==> src/rtl/writeback_queue_pkg.sv <==
// Shared CPU definitions for the writeback stage: source/load encodings and
// the hard-wired zero register.
package writeback_queue_pkg;

  typedef enum logic [1:0] {
    WB_SRC_RESULT = 2'b00,
    WB_SRC_MEM    = 2'b01,
    WB_SRC_PC8    = 2'b10,
    WB_SRC_RSVD   = 2'b11
  } wb_src_e;

  typedef enum logic [2:0] {
    WB_LD_WORD = 3'b000,
    WB_LD_LBU  = 3'b001,
    WB_LD_LB   = 3'b010,
    WB_LD_LHU  = 3'b011,
    WB_LD_LH   = 3'b100
  } wb_ld_e;

  localparam logic [4:0] REG_ZERO = 5'd0;

  // A write to the zero register never happens.
  function automatic logic reg_write(input logic valid, input logic [4:0] addr);
    return valid && (addr != REG_ZERO);
  endfunction

endpackage

==> src/rtl/writeback_queue_if.sv <==
// Long-latency (mul/div/HI-LO) result channel: valid/ready handshake with
// destination register and data.
interface writeback_queue_if #(
  parameter int DATA_W = 32
);
  logic              md_valid;
  logic              md_ready;
  logic [4:0]        md_addr;
  logic [DATA_W-1:0] md_data;

  modport master (output md_valid, output md_addr, output md_data, input md_ready);
  modport slave  (input md_valid, input md_addr, input md_data, output md_ready);
endinterface

==> src/rtl/wb_load_ext.sv <==
// Load alignment and extension: picks the byte/half addressed by the low
// address bits out of the raw memory word and zero/sign-extends it.
module wb_load_ext
  import writeback_queue_pkg::*;
#(
  parameter int DATA_W = 32
) (
  input  logic [DATA_W-1:0] rd_i,
  input  logic [1:0]        off_i,
  input  logic [2:0]        ld_i,
  output logic [DATA_W-1:0] data_o
);

  logic [7:0]  byte_sel;
  logic [15:0] half_sel;

  // Lane select (halves use only bit 1 of the offset) then extension.
  always_comb begin
    byte_sel = '0;
    case (off_i)
      2'd0:    byte_sel = rd_i[7:0];
      2'd1:    byte_sel = rd_i[15:8];
      2'd2:    byte_sel = rd_i[23:16];
      default: byte_sel = rd_i[31:24];
    endcase
    half_sel = off_i[1] ? rd_i[31:16] : rd_i[15:0];
    data_o   = rd_i;
    case (ld_i)
      WB_LD_LBU: data_o = {{(DATA_W-8){1'b0}}, byte_sel};
      WB_LD_LB:  data_o = {{(DATA_W-8){byte_sel[7]}}, byte_sel};
      WB_LD_LHU: data_o = {{(DATA_W-16){1'b0}}, half_sel};
      WB_LD_LH:  data_o = {{(DATA_W-16){half_sel[15]}}, half_sel};
      default:   data_o = rd_i;
    endcase
  end

endmodule

==> src/rtl/writeback_queue.sv <==
// Register-file writeback arbiter: the pipeline WB slot has absolute priority;
// long-latency results wait in a small FIFO and drain in idle WB cycles.
// Queued entries overwritten by a younger pipeline write are killed in place.
module writeback_queue
  import writeback_queue_pkg::*;
#(
  parameter int DATA_W     = 32,
  parameter int QDEPTH     = 4,
  parameter int STARVE_MAX = 8
) (
  input  logic              clk,
  input  logic              reset,
  input  logic              wb_valid,
  input  logic [4:0]        wb_addr,
  input  logic [DATA_W-1:0] wb_result,
  input  logic [DATA_W-1:0] wb_rd,
  input  logic [DATA_W-1:0] wb_pc8,
  input  logic [1:0]        wb_src,
  input  logic [2:0]        wb_ld,
  writeback_queue_if.slave  md,
  input  logic [4:0]        rs_addr,
  input  logic [4:0]        rt_addr,
  output logic              hz_stall,
  output logic              starve_stall,
  output logic              rf_we,
  output logic [4:0]        rf_addr,
  output logic [DATA_W-1:0] rf_wd
);

  localparam int PW = $clog2(QDEPTH);
  localparam int CW = $clog2(QDEPTH + 1);
  localparam int SW = $clog2(STARVE_MAX + 1);

  logic [4:0]        q_addr_q [QDEPTH];
  logic [DATA_W-1:0] q_data_q [QDEPTH];
  logic              q_vld_q  [QDEPTH];
  logic [PW-1:0]     rd_ptr_q, wr_ptr_q;
  logic [CW-1:0]     occ_q;
  logic [SW-1:0]     starve_cnt_q, starve_cnt_d;
  logic              starve_stall_q, starve_stall_d;
  logic              rf_we_q;
  logic [4:0]        rf_addr_q;
  logic [DATA_W-1:0] rf_wd_q;

  logic [DATA_W-1:0] load_data;
  logic [DATA_W-1:0] pipe_wd;
  logic              pipe_we;
  logic              q_empty, q_full, head_vld;
  logic              pop, md_acc, md_live, bypass, push, push_vld, head_blocked;

  wb_load_ext #(.DATA_W(DATA_W)) u_load_ext (
    .rd_i   (wb_rd),
    .off_i  (wb_result[1:0]),
    .ld_i   (wb_ld),
    .data_o (load_data)
  );

  // Pipeline write data source select; reserved encoding falls back to result.
  always_comb begin
    pipe_wd = wb_result;
    case (wb_src)
      WB_SRC_MEM: pipe_wd = load_data;
      WB_SRC_PC8: pipe_wd = wb_pc8;
      default:    pipe_wd = wb_result;
    endcase
  end

  // Arbitration and handshake; a full queue can still accept when its head pops.
  always_comb begin
    pipe_we      = reg_write(wb_valid, wb_addr);
    q_empty      = (occ_q == '0);
    q_full       = (occ_q == CW'(QDEPTH));
    head_vld     = q_vld_q[rd_ptr_q];
    pop          = !q_empty && !pipe_we;
    md.md_ready  = !q_full || pop;
    md_acc       = md.md_valid && md.md_ready;
    md_live      = md_acc && (md.md_addr != REG_ZERO);
    bypass       = md_live && q_empty && !pipe_we;
    push         = md_live && !bypass;
    // An md beat is program-older than the pipeline write, so same-register
    // beats enter the queue already killed.
    push_vld     = !(pipe_we && (md.md_addr == wb_addr));
    head_blocked = !q_empty && head_vld && pipe_we;
  end

  // Decode hazard: any live queued destination or an incoming beat matches rs/rt.
  always_comb begin
    hz_stall = 1'b0;
    for (int unsigned i = 0; i < QDEPTH; i++) begin
      if (q_vld_q[i] && (q_addr_q[i] != REG_ZERO) &&
          ((q_addr_q[i] == rs_addr) || (q_addr_q[i] == rt_addr)))
        hz_stall = 1'b1;
    end
    if (md_live && ((md.md_addr == rs_addr) || (md.md_addr == rt_addr)))
      hz_stall = 1'b1;
  end

  // Starvation counter: pulses once when the head has been blocked STARVE_MAX cycles.
  always_comb begin
    starve_stall_d = 1'b0;
    starve_cnt_d   = '0;
    if (head_blocked)
      starve_cnt_d = starve_cnt_q + 1'b1;
    if (starve_cnt_d == SW'(STARVE_MAX)) begin
      starve_stall_d = 1'b1;
      starve_cnt_d   = '0;
    end
  end

  // Queue control state: pointers, occupancy and per-slot valid (kill) bits.
  always_ff @(posedge clk or negedge reset) begin
    if (!reset) begin
      rd_ptr_q <= '0;
      wr_ptr_q <= '0;
      occ_q    <= '0;
      for (int unsigned i = 0; i < QDEPTH; i++)
        q_vld_q[i] <= 1'b0;
    end else begin
      for (int unsigned i = 0; i < QDEPTH; i++) begin
        if (pipe_we && q_vld_q[i] && (q_addr_q[i] == wb_addr))
          q_vld_q[i] <= 1'b0;
      end
      if (pop) begin
        q_vld_q[rd_ptr_q] <= 1'b0;
        rd_ptr_q          <= rd_ptr_q + 1'b1;
      end
      // Ordered after the pop so a full-and-popping push owns the shared slot.
      if (push) begin
        q_vld_q[wr_ptr_q] <= push_vld;
        wr_ptr_q          <= wr_ptr_q + 1'b1;
      end
      occ_q <= occ_q + CW'(push) - CW'(pop);
    end
  end

  // Queue payload storage; validity is tracked separately so no reset needed.
  always_ff @(posedge clk) begin
    if (push) begin
      q_addr_q[wr_ptr_q] <= md.md_addr;
      q_data_q[wr_ptr_q] <= md.md_data;
    end
  end

  // Registered register-file write port and starvation state.
  always_ff @(posedge clk or negedge reset) begin
    if (!reset) begin
      rf_we_q        <= 1'b0;
      rf_addr_q      <= '0;
      rf_wd_q        <= '0;
      starve_cnt_q   <= '0;
      starve_stall_q <= 1'b0;
    end else begin
      rf_we_q        <= pipe_we || (pop && head_vld) || bypass;
      starve_cnt_q   <= starve_cnt_d;
      starve_stall_q <= starve_stall_d;
      if (pipe_we) begin
        rf_addr_q <= wb_addr;
        rf_wd_q   <= pipe_wd;
      end else if (pop && head_vld) begin
        rf_addr_q <= q_addr_q[rd_ptr_q];
        rf_wd_q   <= q_data_q[rd_ptr_q];
      end else if (bypass) begin
        rf_addr_q <= md.md_addr;
        rf_wd_q   <= md.md_data;
      end
    end
  end

  assign rf_we        = rf_we_q;
  assign rf_addr      = rf_addr_q;
  assign rf_wd        = rf_wd_q;
  assign starve_stall = starve_stall_q;

endmodule

==> src/flat_wrapper.sv <==
// flat-port wrapper written by rule: the top's interface ports become plain ports
module writeback_queue_flat import writeback_queue_pkg::*;
#(
  parameter int DATA_W     = 32,
  parameter int QDEPTH     = 4,
  parameter int STARVE_MAX = 8
)
  (clk, reset, wb_valid, wb_addr, wb_result, wb_rd, wb_pc8, wb_src, wb_ld, rs_addr, rt_addr, hz_stall, starve_stall, rf_we, rf_addr, rf_wd, md_md_valid, md_md_addr, md_md_data, md_md_ready);
  writeback_queue_if #(.DATA_W(DATA_W)) md_i ();
  input  logic clk;
  input  logic reset;
  input  logic wb_valid;
  input  logic [4:0] wb_addr;
  input  logic [DATA_W-1:0] wb_result;
  input  logic [DATA_W-1:0] wb_rd;
  input  logic [DATA_W-1:0] wb_pc8;
  input  logic [1:0] wb_src;
  input  logic [2:0] wb_ld;
  input  logic [4:0] rs_addr;
  input  logic [4:0] rt_addr;
  output logic hz_stall;
  output logic starve_stall;
  output logic rf_we;
  output logic [4:0] rf_addr;
  output logic [DATA_W-1:0] rf_wd;
  input wire logic [$bits(md_i.md_valid)-1:0] md_md_valid;
  input wire logic [$bits(md_i.md_addr)-1:0] md_md_addr;
  input wire logic [$bits(md_i.md_data)-1:0] md_md_data;
  output wire logic [$bits(md_i.md_ready)-1:0] md_md_ready;
  assign md_i.md_valid = md_md_valid;
  assign md_i.md_addr = md_md_addr;
  assign md_i.md_data = md_md_data;
  assign md_md_ready = md_i.md_ready;
  writeback_queue #(.DATA_W(DATA_W), .QDEPTH(QDEPTH), .STARVE_MAX(STARVE_MAX)) u_core (.clk(clk), .reset(reset), .wb_valid(wb_valid), .wb_addr(wb_addr), .wb_result(wb_result), .wb_rd(wb_rd), .wb_pc8(wb_pc8), .wb_src(wb_src), .wb_ld(wb_ld), .md(md_i), .rs_addr(rs_addr), .rt_addr(rt_addr), .hz_stall(hz_stall), .starve_stall(starve_stall), .rf_we(rf_we), .rf_addr(rf_addr), .rf_wd(rf_wd));
endmodule
==> config.mk <==
export PLATFORM = sky130hd
export DESIGN_NAME = writeback_queue_flat
export DESIGN_NICKNAME = d
export VERILOG_FILES = /design/src/rtl/writeback_queue_pkg.sv /design/src/rtl/writeback_queue_if.sv /design/src/rtl/wb_load_ext.sv /design/src/rtl/writeback_queue.sv /design/src/flat_wrapper.sv
export SDC_FILE = /design/constraint.sdc
export NUM_CORES = 1
export LEC_CHECK = 0
export ABC_AREA = 1
export BUFFER_PORTS_ARGS = -buffer_cell sky130_fd_sc_hd__buf_4
export CELL_PAD_IN_SITES_DETAIL_PLACEMENT = 0
export CELL_PAD_IN_SITES_GLOBAL_PLACEMENT = 1
export CORE_AREA = 5 5 218 220
export CTS_CLUSTER_SIZE = 25
export DETAILED_ROUTE_END_ITERATION = 10
export DIE_AREA = 0 0 223 225
export PLACE_DENSITY_LB_ADDON = 0.1
export REMOVE_ABC_BUFFERS = 1
export SLEW_MARGIN = 20
export SYNTH_ARGS = -nofsm -noshare
export SYNTH_HDL_FRONTEND = slang
export SYNTH_SLANG_ARGS = --single-unit
==> constraint.sdc <==
create_clock -name clk -period 2.7 [get_ports clk]
set_clock_uncertainty 0.1 [all_clocks]
set_input_delay 0.135 -clock clk [delete_from_list [all_inputs] [get_ports clk]]
set_output_delay 0.135 -clock clk [all_outputs]
set_load 0.005 [all_outputs]
* Word-level counts from Yosys, hierarchy flattened *
Memory sizes are Yosys's and may differ from the RTL's.
Cells that the tools add are included.

word-level totals
  memory bits (writable) = 148
  bits of input ports = 157
  output and inout bits = 41
  logic and storage cells = 138
  bits in registers = 54
  memories = 2

cells by class
  $add $sub $neg = 5
  bitwise logic cells = 4
  multiplexer cells = 34
  $lt $le $gt $ge = 4
  reductions and logical operators = 52
  equality and inequality tests = 25

memory list
  name             depth  width  read ports  clocked after memory_dff  write ports  RTL line               source
  u_core.q_data_q  4      32     1           0                         1            writeback_queue.sv:35  logic [DATA_W-1:0] q_data_q [QDEPTH];
  u_core.q_addr_q  4      5      5           0                         1            writeback_queue.sv:34  logic [4:0] q_addr_q [QDEPTH];

operator list
  kind                 count
  $pmux 32 s4          1
  $mux 32              3
  $eq 5x5->1           15
  $pmux 32 s2          1
  $logic_and 1x1->1    30
  $reduce_bool 5->1    6
  $pmux 8 s3           1
  $mux 1               16
  $mux 16              1
  $mux 4               4
  $mux 5               3
  $logic_or 1x1->1     8
  $eq 3x2->1 const B   2
  $eq 3x3->1 const B   2
  $ge 3x3->1 const B   2
  $lt 3x1->1 const B   2
  $not 2->3            2
  $logic_not 1->1      5
  $add 2x1->2 const B  2
  $add 4x1->4 const B  1
  $and 4x4->4          1
  $bwmux 4             1
  $demux 1 s2          2
  $eq 2x1->1 const B   2
  other kinds (10)     11

* Logic depth before layout (Yosys ltp) *
Gate-level depths: netlist of run 1.

  depth after elaboration = 13
  gate-level depth with buffers = 13
  gate-level depth less buffers = 11

* Modules after synthesis *
Synthesis of run 1 repeated with hierarchy kept, for this count alone.

second synthesis, totals
  cell total of the unflattened synthesis = 1457
  area total of the unflattened synthesis = 11778.8 um^2

modules (own cells, without submodules)
  module           instances  area an instance (um^2)  cells each  seq. area each (um^2)
  writeback_queue  1          10776.6                  1253        5795.6
  wb_load_ext      1          1002.2                   204         0.0

* Least setup slack after synthesis of run 1 *
OpenSTA, ideal clock, no wires.

  path type = input to register
  start = input wb_addr[2]
  end = memory u_core.q_addr_q[1][0], enable pin
  stages on the path = 9
  path slack = 0.352 ns
  setup time = 0.392 ns
  path buffers = 3
  data arrival time = 1.856 ns
  data required time = 2.208 ns
  path through = buf_2 -> nor2_1 -> nand3_2 -> nand2_2 -> buf_4 -> a21oi_2 -> buf_2 -> nand2_1 -> inv_1

on the way
  longest elaborated chain between the ends = 13

ends and longest elaborated chain
  what                            RTL line                                      source
  start, declared                 flat_wrapper.sv:13                            input logic [4:0] wb_addr;
  $reduce_bool 5->1 *             writeback_queue_pkg.sv:24                     return valid && (addr != REG_ZERO);
  $logic_and 1x1->1 *             writeback_queue_pkg.sv:24
  $logic_not 1->1 *               writeback_queue.sv:74, writeback_queue.sv:78
  $logic_and 1x1->1               writeback_queue.sv:74                         pop = !q_empty && !pipe_we;
  $logic_or 1x1->1                writeback_queue.sv:75                         md.md_ready = !q_full || pop;
  $logic_and 1x1->1               writeback_queue.sv:76                         md_acc = md.md_valid && md.md_ready;
  $logic_and 1x1->1               writeback_queue.sv:77                         md_live = md_acc && (md.md_addr != REG_ZERO);
  $logic_and 1x1->1 (2 in a row)  writeback_queue.sv:78                         bypass = md_live && q_empty && !pipe_we;
  $logic_not 1->1                 writeback_queue.sv:79                         push = md_live && !bypass;
  $logic_and 1x1->1 *             writeback_queue.sv:79
  $mux 1 *                        writeback_queue.sv:138                        if (push) begin
  $mux 1 (implied by the code) *  writeback_queue.sv:139                        q_addr_q[wr_ptr_q] <= md.md_addr;
  end, declared                   writeback_queue.sv:34

Every way passes the cells marked *; elsewhere a longest branch is shown, timed or not.

* Worst setup path after layout of run 1 *
  start = register u_core.occ_q[2]
  end = register u_core.occ_q[2]

on the way
  longest elaborated chain between the ends = 12
  elaborated cells on any way between the ends = 14
  classes of those cells = 2 x add/sub; 1 x eq/ne; 11 x reduce/logical

ends and longest elaborated chain
  what                            RTL line                source
  start, declared                 writeback_queue.sv:38   logic [CW-1:0] occ_q;
  start signal, assigned          writeback_queue.sv:132  occ_q <= occ_q + CW'(push) - CW'(pop);
  $logic_not 3->1                 writeback_queue.sv:71   q_empty = (occ_q == '0);
  $logic_not 1->1                 writeback_queue.sv:74
  $logic_and 1x1->1               writeback_queue.sv:74
  $logic_or 1x1->1                writeback_queue.sv:75
  $logic_and 1x1->1               writeback_queue.sv:76
  $logic_and 1x1->1               writeback_queue.sv:77
  $logic_and 1x1->1 (2 in a row)  writeback_queue.sv:78
  $logic_not 1->1                 writeback_queue.sv:79
  $logic_and 1x1->1               writeback_queue.sv:79
  $add 3x1->3                     writeback_queue.sv:132
  $sub 3x1->3 *                   writeback_queue.sv:132

Marked as above.
A chain may end at the register's enable or synchronous reset.

==> impl_metrics.json, run 1 <==
{
  "status": "complete, no violations",
  "worst-setup-path-type": "flip-flop to flip-flop",
  "antenna_found_initial": 2,
  "grt_pass1_vias": 11000,
  "p_switching_mw": 5.18,
  "die-area_mm2": 0.0502,
  "synth_top_family_by_area": "simple AND/OR/NAND/NOR gates",
  "pwr-share-comb_pct": 40.4,
  "finalHoldViolations": 0,
  "yosys_warnings": 0,
  "synthXorXnorAreaFrac_pct": 4.65,
  "worst-path-buf-inv": 3,
  "required_ps": 3010,
  "cp_max_fo": 3,
  "yosys-top-cells-area": "edfxtp_1, nand2_1, dfrtp_1",
  "pin_count": 198,
  "yosysTopAreaCell": "edfxtp_1",
  "path_delay_family": "adder cells",
  "core_region_area_mm2": 0.0451,
  "drtAntennaViolNets": 0,
  "post-route-period-util_pct": 88.3,
  "fin_setup_tns_ps": 0,
  "period_needed_ps": 2380,
  "p_int_mw": 8.20,
  "max_freq_mhz": 419,
  "grt_pass1_wl_um": 69800,
  "synth_compound_area_share_pct": 11.0,
  "start_util_pct": 25.9,
  "rows": 78,
  "syn_area_mm2": 0.0117,
  "p_leak_nw": 6.99,
  "seqPwrFrac_pct": 35.1,
  "syn_inst": 1471,
  "grt_use_total_pct": 17.9,
  "die_w_um": 223,
  "yosysTopAreaCellShare_pct": 38.1,
  "worstSetupStartpointType": "flip-flop",
  "die_h_um": 225,
  "avgSynthCellArea_um2": 7.94,
  "setup_violations": 0,
  "cts.path.max_buffers": 3,
  "syn2layout_area_growth_pct": 34.9,
  "cp.arrival_ps": 2700,
  "drt_iter0_drc": 535,
  "cts.sinks": 202,
  "num-nets-final": 1920,
  "hold_path.class": "input pin to flip-flop",
  "p_total_mw": 13.4,
  "p_clk_share_pct": 24.5,
  "gr-total-overflow": 0,
  "grt_max_degree": 77,
  "cts_tree": "done",
  "max_slew_margin_pct": 38.8,
  "holdWs_ps": 108,
  "p_per_area_mw_per_mm2": 849,
  "cts_buffers": 25,
  "swShare_pct": 38.7,
  "ys_types": 34,
  "path_clk_slew_ps": 60,
  "setup_ws_ps": 316,
  "ctsResizeCount": 0,
  "path_cells": "nor3_2 > inv_2 > nand2_2 > inv_1 > ha_1 > inv_1 > ha_1 > fa_1 > xnor2_1 > xor2_1",
  "place_hpwl_um": 31600,
  "via_per_inst": 4.50,
  "avgRoutedWirePerCell_um": 19.3,
  "yosys-mux-area-fraction_pct": 0,
  "cts_htree_levels": 1,
  "dr.pass1.iters": 5,
  "cts-root-buf": "clkbuf_16",
  "slowest_stage": "dfrtp_1",
  "worst_pin_slew_ps": 918,
  "num_vias": 10700,
  "rsz0062_at_grt": "no",
  "place_inst": 2214,
  "layout_commonest_cell": "nand2_1",
  "irDropWorstVdd_uv": 464,
  "fill_cells": 4842,
  "endpoint_kind": "flip-flop",
  "route.detailed.drc": 0,
  "drive_gt1_share_pct": 17.4,
  "max_stage_delay_ps": 410,
  "yosys_register_bits": 202,
  "pre_cts_ws_ps": 307,
  "synth-seq-area-share_pct": 49.6,
  "fin_cells": 2369,
  "wl_um": 45800,
  "place_congestion": 0.823,
  "cap_violations": 0,
  "portBuffers": 197,
  "clock_latency_ps": 540,
  "mostFrequentLayoutCells": "nand2_1, buf_4, a21oi_1, edfxtp_1, nor2_1",
  "final_max_slew_viol_count": 0,
  "yosys.area_share.simple_pct": 25.0,
  "synthAdderAreaFrac_pct": 1.56
}
power groups by stage:
stage	clock, mW	combinational (mW)	sequential (mW)
2_1_floorplan	0	2.71	4.77
3_3_place_gp	0	5.40	4.75
3_5_place_dp	0	5.41	4.75
4_1_cts	3.38	5.57	4.70
5_1_grt	3.51	6.12	4.78
6_report	3.28	5.41	4.69
metal layers:
layer / GRT usage, % / up-vias / share of wire, %
met3: 2.94 / 40 / 4.0
li1: - / 5348 / -
met1: 24.2 / 5074 / 47
met4: 3.02 / 2 / 1.4
met5: 0 / - / 0.028
met2: 30.9 / 196 / 48
worst min-delay path, cell delays in order:
cell	delay (ps)
buf_4	120
nand2_1	60
inv_1	30
nand2_1	90
a21oi_2	90
nand3_1	90
nand2_1	50
inv_1	40
what timing repair did:
item | CTS | global route
setup buffers | 0 | 0
hold buffers | 108 | 0
endpoints found under the hold margin | 240 | 0
final cells by class:
class	instances	area (um^2)	area share, %
timing repair buffer	340	2940	18.6
inverter	142	533	3.38
multi-input combinational	1038	4940	31.3
tap	600	751	4.77
antenna	1	2.50	0.0159
clock buffer	37	721	4.58
clock inverter	9	75.1	0.477
sequential	202	5800	36.8
path summary, 6_finish.rpt:
check                           cells after the start  slack [ps]                        startpoint                               end
worst max-delay path                               10         320         u_core.occ_q[2]$_DFF_PN0_         u_core.occ_q[2]$_DFF_PN0_
worst min-delay path                                8         110                       md_md_valid       u_core.q_vld_q[0]$_DFF_PN0_
worst max register to register                     10         320         u_core.occ_q[2]$_DFF_PN0_         u_core.occ_q[2]$_DFF_PN0_
worst min register to register                      1         390  u_core.starve_cnt_q[0]$_DFF_PN0_  u_core.starve_cnt_q[0]$_DFF_PN0_
max in group asynchronous                           2        1680                             reset    u_core.rd_ptr_q[0]$_DFFE_PN0N_
min in group asynchronous                           2         170                             reset     u_core.rf_addr[2]$_DFFE_PN0P_
cells by family after synthesis:
group,count (synthesis)
XOR/XNOR,62
flip-flops,202
adder cells (fa/ha/maj),14
AO/OA/AOI/OAI,251
buffers and inverters,231
AND/OR/NAND/NOR,711
Yosys cell counts:
| library cell | count |
|---|---|
| xor2_1 | 29 |
| nand3_4 | 1 |
| nand2_1 | 439 |
| ha_1 | 13 |
| buf_1 | 2 |
| fa_1 | 1 |
| o21ai_0 | 48 |
| buf_6 | 3 |
| inv_2 | 12 |
| o22ai_1 | 20 |
| nor3_1 | 6 |
| nand4_1 | 5 |
| xnor2_1 | 33 |
| nand2_2 | 6 |
| a21oi_2 | 1 |
| a21oi_1 | 171 |
| inv_1 | 130 |
| nor2_1 | 137 |
| edfxtp_1 | 148 |
| o21ai_1 | 10 |
| nand3_2 | 2 |
| or2_2 | 1 |
| nor4_2 | 1 |
| nor3_2 | 1 |
| nand3_1 | 102 |
| nor2_4 | 2 |
| buf_4 | 6 |
| o211ai_1 | 1 |
| nor4_1 | 3 |
| buf_2 | 30 |
| nor2_2 | 4 |
| clkbuf_1 | 48 |
| dfrtp_1 | 54 |
| nand2_4 | 1 |
registers in the layout, indices dropped and copies added, names as in the netlist:
signal               cells
u_core.q_data_q        128
u_core.rf_addr           5
u_core.q_vld_q           4
u_core.rf_wd            32
u_core.starve_cnt_q      4
u_core.q_addr_q         20
u_core.starve_stall      1
u_core.wr_ptr_q          2
u_core.rf_we             1
u_core.occ_q             3
u_core.rd_ptr_q          2
through the flow:
stage                     instance area, um^2  utilization (%)
after floorplan                         11300                -
after global placement                  13900             30.8
after detailed placement                13900             30.8
after CTS                               15700             34.9
after global routing                    15800             34.9
final                                   15800             34.9
(Power assumes the default switching activity.)
==> inputs of run 2 (changes only) <==
--- a/config.mk
+++ b/config.mk
@@ -9,12 +9,11 @@
 export BUFFER_PORTS_ARGS = -buffer_cell sky130_fd_sc_hd__buf_4
 export CELL_PAD_IN_SITES_DETAIL_PLACEMENT = 0
 export CELL_PAD_IN_SITES_GLOBAL_PLACEMENT = 1
-export CORE_AREA = 5 5 218 220
+export CORE_AREA = 5 5 175 177
 export CTS_CLUSTER_SIZE = 25
 export DETAILED_ROUTE_END_ITERATION = 10
-export DIE_AREA = 0 0 223 225
+export DIE_AREA = 0 0 180 182
 export PLACE_DENSITY_LB_ADDON = 0.1
-export REMOVE_ABC_BUFFERS = 1
 export SLEW_MARGIN = 20
 export SYNTH_ARGS = -nofsm -noshare
 export SYNTH_HDL_FRONTEND = slang
==> run 2 against run 1 <==
Net effect:
- sequential share of layout area increased by 1.3 points
- critical path depth is the same
- global-route usage increased by 4.4 points
- power down 3.6%
- setup slack got worse by 120 ps
- die area decreased by 35%
- largest power group unchanged
- largest cell class unchanged
- count of clock-buffer cells in the layout shrank 4
- combinational power is 4.8% lower
- utilization grew 17 points
- clock power decreased by 7.6%
- via count shrank 0.33%
==> impl_metrics.json, run 2 (synthesis results as in run 1) <==
{
  "status": "complete, no violations",
  "max_freq_mhz": 399,
  "p_int_mw": 8.04,
  "endpoint_kind": "flip-flop",
  "drt_iter0_drc": 701,
  "cts_setup_buffers": 0,
  "cp.arrival_ps": 2830,
  "multi_input_area_mm2": 0.00493,
  "cts.sinks": 202,
  "cts_htree_levels": 1,
  "cts-root-buf": "clkbuf_16",
  "startpoint": "u_core.occ_q[2]$_DFF_PN0_",
  "post-route-period-util_pct": 92.9,
  "pin_count": 198,
  "cp_max_fo": 7,
  "fill_cells": 2792,
  "rr_startpoint": "u_core.occ_q[2]$_DFF_PN0_",
  "design_area_mm2": 0.0152,
  "max_slew_margin_pct": 48.4,
  "swShare_pct": 37.7,
  "finalHoldViolations": 0,
  "irDropWorstVdd_uv": 501,
  "top_register": "u_core.q_data_q",
  "avgRoutedWirePerCell_um": 17.6,
  "mostFrequentLayoutCells": "nand2_1, buf_4, a21oi_1, edfxtp_1, nor2_1",
  "layout_commonest_cell": "nand2_1",
  "dpl_cell_area_mm2": 0.0135,
  "place_hpwl_um": 26500,
  "via_per_inst": 4.97,
  "rows": 63,
  "r2r_cells": 10,
  "setup_ws_ps": 191,
  "syn2layout_area_growth_pct": 30.4,
  "cts_buffers": 23,
  "worstSetupStartpointType": "flip-flop",
  "start_util_pct": 40.1,
  "cts.path.max_buffers": 3,
  "ctsResizeCount": 0,
  "final_max_slew_viol_count": 0,
  "grt_use_total_pct": 22.4,
  "num-nets-final": 1904,
  "portBuffers": 197,
  "dr.pass1.iters": 5,
  "grt_max_degree": 55,
  "core_region_area_mm2": 0.0291,
  "wl_um": 37600,
  "path_clk_slew_ps": 60,
  "worst_pin_slew_ps": 771,
  "seqPwrFrac_pct": 36.5,
  "place_congestion": 0.883,
  "p_clk_share_pct": 23.5,
  "seqCellArea_mm2": 0.00580,
  "die_h_um": 182,
  "clock_latency_ps": 500,
  "drtAntennaViolNets": 0,
  "pre_cts_ws_ps": 210,
  "fin_setup_tns_ps": 0,
  "cts_tree": "done",
  "route.detailed.drc": 0,
  "hold_path.class": "input pin to flip-flop",
  "rrSetupSlack_ps": 190,
  "regToRegEndpoint": "u_core.occ_q[2]$_DFF_PN0_",
  "p_per_area_mw_per_mm2": 847,
  "drive_gt1_share_pct": 16.6,
  "period_needed_ps": 2510,
  "num_vias": 10600,
  "p_total_mw": 12.9,
  "setup_violations": 0,
  "die_w_um": 180,
  "worst-setup-path-type": "flip-flop to flip-flop",
  "p_switching_mw": 4.86,
  "largest_register_ffs": 128,
  "pwr-share-comb_pct": 40.0,
  "gr-total-overflow": 0,
  "antenna_cells": 0,
  "synth_nets": 1642,
  "grt_pass1_vias": 10600,
  "die-area_mm2": 0.0328,
  "p_leak_nw": 6.88,
  "crit_path_end": "u_core.occ_q[2]$_DFF_PN0_",
  "grt_pass1_wl_um": 58900,
  "rsz0062_at_grt": "no",
  "hold_depth": 5,
  "cap_violations": 0,
  "required_ps": 3020,
  "antenna_found_initial": 4
}
## run 2: cell count changes in the layout (fill, tap and decap cells not counted), moves of 2 or more
cell           before  now
dlygate4sd3_1     108   99
buf_12              9    4
clkbuf_8            5    0
inv_1             126  130
inv_2              16   12
clkbuf_1            7   10
clkinv_2            5    2
bufinv_16           1    3
clkbuf_16          25   23
## run 2: critical path, cell delays in order, from the launching register on
cell and delay [ps]:
dfrtp_1 410, nor3_2 290, inv_2 100, nand2_2 120
inv_1 130, ha_1 300, inv_1 40, ha_1 180
fa_1 410, xnor2_1 200, xor2_1 160
## run 2: final cells by class
type	count	area share [%]
Clock buffer	33	4.03
Multi-Input combinational cell	1038	32.4
Sequential cell	202	38.1
Inverter	142	3.50
Timing Repair Buffer	326	18.0
Tap cell	390	3.21
Clock inverter	8	0.764
## run 2: how the worst min path moves through the flow
| stage | endpoint | slack (ps) | from |
|---|---|---|---|
| 2_1_floorplan | u_core.occ_q[0]$_DFF_PN0_ | -260 | reset |
| 3_3_place_gp | u_core.rf_addr[4]$_DFFE_PN0P_ | 150 | reset |
| 3_5_place_dp | u_core.rf_addr[4]$_DFFE_PN0P_ | 140 | reset |
| 4_1_cts | u_core.rf_wd[16]$_DFFE_PN0P_ | 6 | wb_pc8[16] |
| 5_1_grt | u_core.rf_wd[15]$_DFFE_PN0P_ | 40 | wb_result[15] |
| 6_report | u_core.rf_wd[15]$_DFFE_PN0P_ | 10 | wb_result[15] |
## run 2: power groups by stage
stage | Combinational (mW) | Clock [mW] | Sequential [mW]
after floorplan | 3.11 | 0 | 4.62
final | 5.15 | 3.03 | 4.71
after CTS | 5.23 | 3.09 | 4.71
after global routing | 5.77 | 3.22 | 4.79
after detailed placement | 5.08 | 0 | 4.75
after global placement | 5.00 | 0 | 4.77
## run 2: routing by layer
layer	part of all wire, %	GRT usage (%)	vias to the layer above
met2	49	38.6	291
met4	2.6	5.97	8
met5	0.15	0	-
li1	-	-	5307
met1	43	29.2	4958
met3	5.5	3.97	61
## run 2: timing repair
action | CTS | global route
hold buffers | 99 | 0
hold endpoints to repair | 239 | 0
setup endpoints to repair | 0 | 0
## run 2: per-stage QoR
step	util, %	hold slack (ps)	cells
2_1_floorplan	-	-261	1471
3_3_place_gp	46.4	146	1999
3_5_place_dp	46.4	143	1999
4_1_cts	52.3	6.41	2139
5_1_grt	52.3	35.3	2139
6_report	52.3	11.4	2139
